--- src/rtl/semafor_pkg.sv ---
// Shared definitions for the traffic-light phase blocks.
// Contains the state encoding, the default phase timings and the state classification helpers.
package semafor_pkg;

    typedef enum logic [2:0] {
        S_ROSU     = 3'd0,
        S_VERDE    = 3'd1,
        S_GALBEN   = 3'd2,
        S_ROSU_TOT = 3'd3,
        S_DONE     = 3'd4,
        S_SERVICE  = 3'd5
    } stare_t;

    localparam int DEF_CNT_W      = 8;
    localparam int DEF_T_VERDE    = 20;
    localparam int DEF_T_GALBEN   = 4;
    localparam int DEF_T_ROSU_TOT = 2;
    localparam int DEF_T_BLINK    = 8;

    // States whose duration is measured by the down-counter.
    function automatic logic este_temporizat(input stare_t s);
        return (s == S_VERDE) || (s == S_GALBEN) || (s == S_ROSU_TOT);
    endfunction

    function automatic logic aprins_rosu(input stare_t s);
        return (s == S_ROSU) || (s == S_ROSU_TOT) || (s == S_DONE);
    endfunction

endpackage

--- src/rtl/num_descrescator.sv ---
// Loadable down-counter that saturates at zero and exposes a zero flag.
// A load takes priority over a decrement.
module num_descrescator #(
    parameter int CNT_W = 8
) (
    input  logic             clk_i,
    input  logic             reset_n,
    input  logic             load_i,
    input  logic [CNT_W-1:0] val_i,
    input  logic             dec_i,
    output logic [CNT_W-1:0] cnt_o,
    output logic             zero_o
);

    localparam logic [CNT_W-1:0] UNU = CNT_W'(1);

    logic [CNT_W-1:0] cnt_q, cnt_d;

    always_comb begin
        cnt_d = cnt_q;
        if (load_i) begin
            cnt_d = val_i;
        end else if (dec_i && (cnt_q != '0)) begin
            cnt_d = cnt_q - UNU;
        end
    end

    always_ff @(posedge clk_i or negedge reset_n) begin
        if (!reset_n) begin
            cnt_q <= '0;
        end else begin
            cnt_q <= cnt_d;
        end
    end

    assign cnt_o  = cnt_q;
    assign zero_o = (cnt_q == '0);

endmodule

--- src/rtl/semafor_faza.sv ---
// One approach of a traffic light: green -> yellow -> all-red clearance -> done, plus service mode.
// Define SEMAFOR_SERVICE_BLINK_EN to make the yellow lamp blink in service mode (steady otherwise).
module semafor_faza
    import semafor_pkg::*;
#(
    parameter int CNT_W      = DEF_CNT_W,
    parameter int T_VERDE    = DEF_T_VERDE,
    parameter int T_GALBEN   = DEF_T_GALBEN,
    parameter int T_ROSU_TOT = DEF_T_ROSU_TOT,
    parameter int T_BLINK    = DEF_T_BLINK
) (
    input  logic             clk_i,
    input  logic             reset_n,
    input  logic             enable_i,
    input  logic             clear_i,
    input  logic             service_i,
    output logic             verde_o,
    output logic             galben_o,
    output logic             rosu_o,
    output logic             done_o,
    output logic [CNT_W-1:0] timp_o
);

    localparam logic [CNT_W-1:0] LD_VERDE    = CNT_W'(T_VERDE - 1);
    localparam logic [CNT_W-1:0] LD_GALBEN   = CNT_W'(T_GALBEN - 1);
    localparam logic [CNT_W-1:0] LD_ROSU_TOT = CNT_W'(T_ROSU_TOT - 1);
    localparam logic [CNT_W-1:0] LD_BLINK    = CNT_W'(T_BLINK - 1);

    stare_t           stare_q, stare_d;
    logic             cnt_load, cnt_dec, cnt_zero;
    logic [CNT_W-1:0] cnt_val, cnt;
    logic             svc_galben;

`ifdef SEMAFOR_SERVICE_BLINK_EN
    logic blink_q, blink_d;

    always_ff @(posedge clk_i or negedge reset_n) begin
        if (!reset_n) begin
            blink_q <= 1'b0;
        end else begin
            blink_q <= blink_d;
        end
    end

    assign svc_galben = blink_q;
`else
    assign svc_galben = 1'b1;
`endif

    num_descrescator #(
        .CNT_W(CNT_W)
    ) u_cnt (
        .clk_i  (clk_i),
        .reset_n(reset_n),
        .load_i (cnt_load),
        .val_i  (cnt_val),
        .dec_i  (cnt_dec),
        .cnt_o  (cnt),
        .zero_o (cnt_zero)
    );

    always_ff @(posedge clk_i or negedge reset_n) begin
        if (!reset_n) begin
            stare_q <= S_ROSU;
        end else begin
            stare_q <= stare_d;
        end
    end

    always_comb begin
        stare_d  = stare_q;
        cnt_load = 1'b0;
        cnt_val  = '0;
        cnt_dec  = 1'b0;
`ifdef SEMAFOR_SERVICE_BLINK_EN
        blink_d  = blink_q;
`endif
        // Service overrides everything; while it stays asserted the counter paces the blink.
        if (service_i) begin
            if (stare_q != S_SERVICE) begin
                stare_d  = S_SERVICE;
                cnt_load = 1'b1;
                cnt_val  = LD_BLINK;
`ifdef SEMAFOR_SERVICE_BLINK_EN
                blink_d  = 1'b1;
`endif
            end else begin
`ifdef SEMAFOR_SERVICE_BLINK_EN
                if (cnt_zero) begin
                    cnt_load = 1'b1;
                    cnt_val  = LD_BLINK;
                    blink_d  = ~blink_q;
                end else begin
                    cnt_dec = 1'b1;
                end
`endif
            end
        end else begin
            unique case (stare_q)
                S_ROSU: begin
                    if (enable_i) begin
                        stare_d  = S_VERDE;
                        cnt_load = 1'b1;
                        cnt_val  = LD_VERDE;
                    end
                end
                S_VERDE: begin
                    if (cnt_zero) begin
                        stare_d  = S_GALBEN;
                        cnt_load = 1'b1;
                        cnt_val  = LD_GALBEN;
                    end else begin
                        cnt_dec = 1'b1;
                    end
                end
                S_GALBEN: begin
                    if (cnt_zero) begin
                        stare_d  = S_ROSU_TOT;
                        cnt_load = 1'b1;
                        cnt_val  = LD_ROSU_TOT;
                    end else begin
                        cnt_dec = 1'b1;
                    end
                end
                S_ROSU_TOT: begin
                    if (cnt_zero) begin
                        stare_d = S_DONE;
                    end else begin
                        cnt_dec = 1'b1;
                    end
                end
                S_DONE: begin
                    if (clear_i) begin
                        stare_d = S_ROSU;
                    end
                end
                S_SERVICE: begin
                    stare_d  = S_ROSU;
                    cnt_load = 1'b1;
                    cnt_val  = '0;
`ifdef SEMAFOR_SERVICE_BLINK_EN
                    blink_d  = 1'b0;
`endif
                end
                default: begin
                    stare_d  = S_ROSU;
                    cnt_load = 1'b1;
                    cnt_val  = '0;
                end
            endcase
        end
    end

    always_comb begin
        verde_o  = (stare_q == S_VERDE);
        galben_o = (stare_q == S_GALBEN) || ((stare_q == S_SERVICE) && svc_galben);
        rosu_o   = aprins_rosu(stare_q);
        done_o   = (stare_q == S_DONE);
        timp_o   = este_temporizat(stare_q) ? cnt : '0;
    end

endmodule

--- config.mk ---
export PLATFORM = sky130hd
export DESIGN_NAME = semafor_faza
export DESIGN_NICKNAME = d
export VERILOG_FILES = /design/src/rtl/semafor_pkg.sv /design/src/rtl/num_descrescator.sv /design/src/rtl/semafor_faza.sv
export SDC_FILE = /design/constraint.sdc
export NUM_CORES = 1
export LEC_CHECK = 0
export ABC_AREA = 1
export BUFFER_PORTS_ARGS = -buffer_cell sky130_fd_sc_hd__buf_2
export CORE_UTILIZATION = 55
export DETAILED_ROUTE_END_ITERATION = 7
export PLACE_DENSITY_LB_ADDON = 0.15
export SLEW_MARGIN = 30
export SYNTH_ARGS = -nofsm -noshare
export SYNTH_HDL_FRONTEND = slang
export SYNTH_SLANG_ARGS = --single-unit
--- constraint.sdc ---
create_clock -name clk_i -period 2 [get_ports clk_i]
set_input_delay 0.1 -clock clk_i [delete_from_list [all_inputs] [get_ports clk_i]]
set_output_delay 0.1 -clock clk_i [all_outputs]
set_load 0.02 [all_outputs]
==> impl_metrics.toml <==
[run_status]
status = "finished, final reports clean"

[synth]
yosysTopAreaCellShare_pct = 32.21
ys.flop_type = "dfrtp_1"
synth-seq-cells = 11
synth_edf_count = 0
synth_top_cell_by_area = "dfrtp_1"
syn_area_sq_um = 854.6
syn_avg_cell_area_sq_um = 6.523
syn_inst = 131
synth.net_count = 138
ys_top_cells_by_area = "dfrtp_1 (32%), nand2_1 (17%), nor2_1 (11%)"
yosys_warnings = 0
yosysUniqueCellTypes = 20
ys_seq_area_share_pct = 32.21
async_flop_share_pct = 100.0

[sta]
setup_ws_ns = 0.4044
rsz0062_at_grt = "no"
setup_viol = 0
clock.fmax_mhz = 626.7
finClkSkew_ns = 0.005874
setup_tns_ns = 0
period_share_pct = 79.78
timing_hold_violations_final = 0
slew_headroom_pct = 78.38
hold_ws_ns = 0.2338
tightest_slew_ns = 0.3234
drv_slew = 0
min_period_ns = 1.596

[floorplan]
ios = 17
start_util_pct = 62.55
coreArea_sq_um = 1366
die_area_sq_um = 1715
rows = 13
dieWidth_microns = 41.42
die_h_microns = 41.42

[pwr]
intPower_w = 0.0006183
finalPower_w = 0.001356
power_leakage_nw = 0.5435
p_clk_share_pct = 11.2
pwr-share-seq_pct = 27.9
switching_share_pct = 54.39
pwr-share-comb_pct = 60.9
switchingPower_w = 0.0007374
power_density_nw_per_um2 = 1396
ir_drop_v = 0.0008794

[min_path]
min_path_type = "in2async"

[job]
cap_violations = 0

[final_layout]
syn2layout_area_growth_pct = 13.62
nets = 158
fillers = 129
postLayoutCoreUtil_pct = 71.06
diodes = 0
layout-drive-gt1-share_pct = 18.67

[detailed_routing]
avgRoutedWirePerCell_microns = 11.98
wl_mm = 1.976
drt_first_pass_iters = 4
final_antenna_net_count = 0
via_per_inst = 5.291
drc = 0
via_count = 873
first_iter_violations = 36

[clock_network]
clk_latency_ns = 0.26
root_buffer = "clkbuf_4"
cts.sinks = 11
cts_buffer_depth = 2
cts-htree-levels = 1
postCtsSetupRepairBufs = 0
path_clk_slew_ns = 0.08
cts_tree = "yes"
cts_buffers = 3

[global_routing]
antenna_found_initial = 0
grt_max_degree = 13
grt_first_pass_wirelength_mm = 3.615
first_global_vias = 824
globalRouteTotalUtil_pct = 26.60
grt-ovfl-total = 0

[setup_path]
worst_setup_path_end_kind = "flop"
start_kind = "flop"
crit_type = "reg2reg"
required_ns = 2.15
critical_path.max_fanout = 12
arrival_ns = 1.75

[placement]
dp_hpwl_mm = 1.568
port_buffers = 16
gp_congestion = 0.9122
post-place-ws_ns = 0.4115
worst max-delay path, stage by stage, from the launching register on:
cell and delay, ns:
dfrtp_1 0.38, inv_1 0.15, ha_1 0.19, nand2_1 0.08
inv_1 0.05, nand2_1 0.06, nand2_2 0.22, inv_1 0.14
nand2_1 0.09, nand2_1 0.05, nand2_1 0.05, nor2_1 0.04
cell families after synthesis:
| logic type | synth area share (%) |
|---|---|
| AND/OR/NAND/NOR | 46.12 |
| flip-flops | 32.21 |
| AO/OA/AOI/OAI | 4.099 |
| buffers and inverters | 10.54 |
| adder cells (fa/ha/maj) | 2.928 |
| XOR/XNOR | 4.099 |
layer usage:
metal  track usage, %  vias to the layer above  part of all wire (%)
met3            3.913                        2                   5.9
met5                0                        -                     0
li1                 -                      449                     -
met1            37.88                      394                    47
met2            42.81                       28                    46
met4            5.806                        0                  0.66
cells in the mapped netlist (2+ instances only):
cell / count
dfrtp_1: 11
ha_1: 2
inv_1: 17
inv_2: 2
nand2_1: 38
nand2_4: 2
nand3_1: 9
nand4_1: 7
nor2_1: 24
nor2_4: 2
nor3_1: 3
o21ai_0: 3
xor2_1: 4
layout by cell type (no fill, tap or decap):
cell,n
o21ai_0,3
a21oi_1,1
nor2_4,2
clkbuf_1,1
nand2_1,38
buf_2,16
a21oi_2,1
inv_1,17
clkbuf_4,3
nand2_4,2
ha_1,2
nor2_1,24
inv_2,2
a31oi_1,1
nand4_1,7
nand3_1,9
nor2_2,1
nor3_1,3
nand2_2,1
dlygate4sd3_1,1
xor2_1,4
dfrtp_1,11
area by class of cell:
| class | instances | area (sq um) | area share [%] |
|---|---|---|---|
| clock buffer | 4 | 26.28 | 2.706 |
| inverter | 19 | 71.32 | 7.345 |
| multi-input combinational | 99 | 489.2 | 50.39 |
| sequential | 11 | 275.3 | 28.35 |
| tap | 15 | 18.77 | 1.933 |
| timing repair buffer | 17 | 90.09 | 9.278 |
power groups by stage:
stage / Clock, W / Sequential [W] / Combinational, W
global route: 0.000165 / 0.000385 / 0.000940
global placement: 0 / 0.000373 / 0.000809
finish: 0.000152 / 0.000378 / 0.000826
CTS: 0.000153 / 0.000374 / 0.000831
detailed placement: 0 / 0.000379 / 0.000823
floorplan: 0 / 0.000343 / 0.000671
final timing paths:
path | start | end | slack [ns] | cells after the start
max reg2reg | u_cnt.cnt_o[0]$_DFFE_PN0P_ | u_cnt.cnt_o[7]$_DFFE_PN0P_ | 0.40 | 11
max | u_cnt.cnt_o[0]$_DFFE_PN0P_ | u_cnt.cnt_o[7]$_DFFE_PN0P_ | 0.40 | 11
min in group clk_i | service_i | stare_q[0]$_DFFE_PN0P_ | 0.24 | 3
min | reset_n | u_cnt.cnt_o[4]$_DFFE_PN0P_ | 0.23 | 2
max in group asynchronous | reset_n | stare_q[0]$_DFFE_PN0P_ | 1.55 | 2
min reg2reg | u_cnt.cnt_o[0]$_DFFE_PN0P_ | u_cnt.cnt_o[0]$_DFFE_PN0P_ | 0.54 | 3
sequential cells by signal, summed over array words and instances, names as in the netlist:
| register | count |
|---|---|
| stare_q | 3 |
| u_cnt.cnt_o | 8 |
timing repair:
action | in CTS | in global routing
hold endpoints to repair | 11 | 0
hold buffers | 1 | 0
gates resized for setup | 0 | 0
metrics by stage:
step | instances | area [sq um]
global route | 165 | 970.9
detailed placement | 160 | 934.6
floorplan | 131 | 854.6
CTS | 165 | 970.9
global placement | 160 | 934.6
finish | 165 | 970.9
Note: power is estimated with default switching activity, not from simulation.
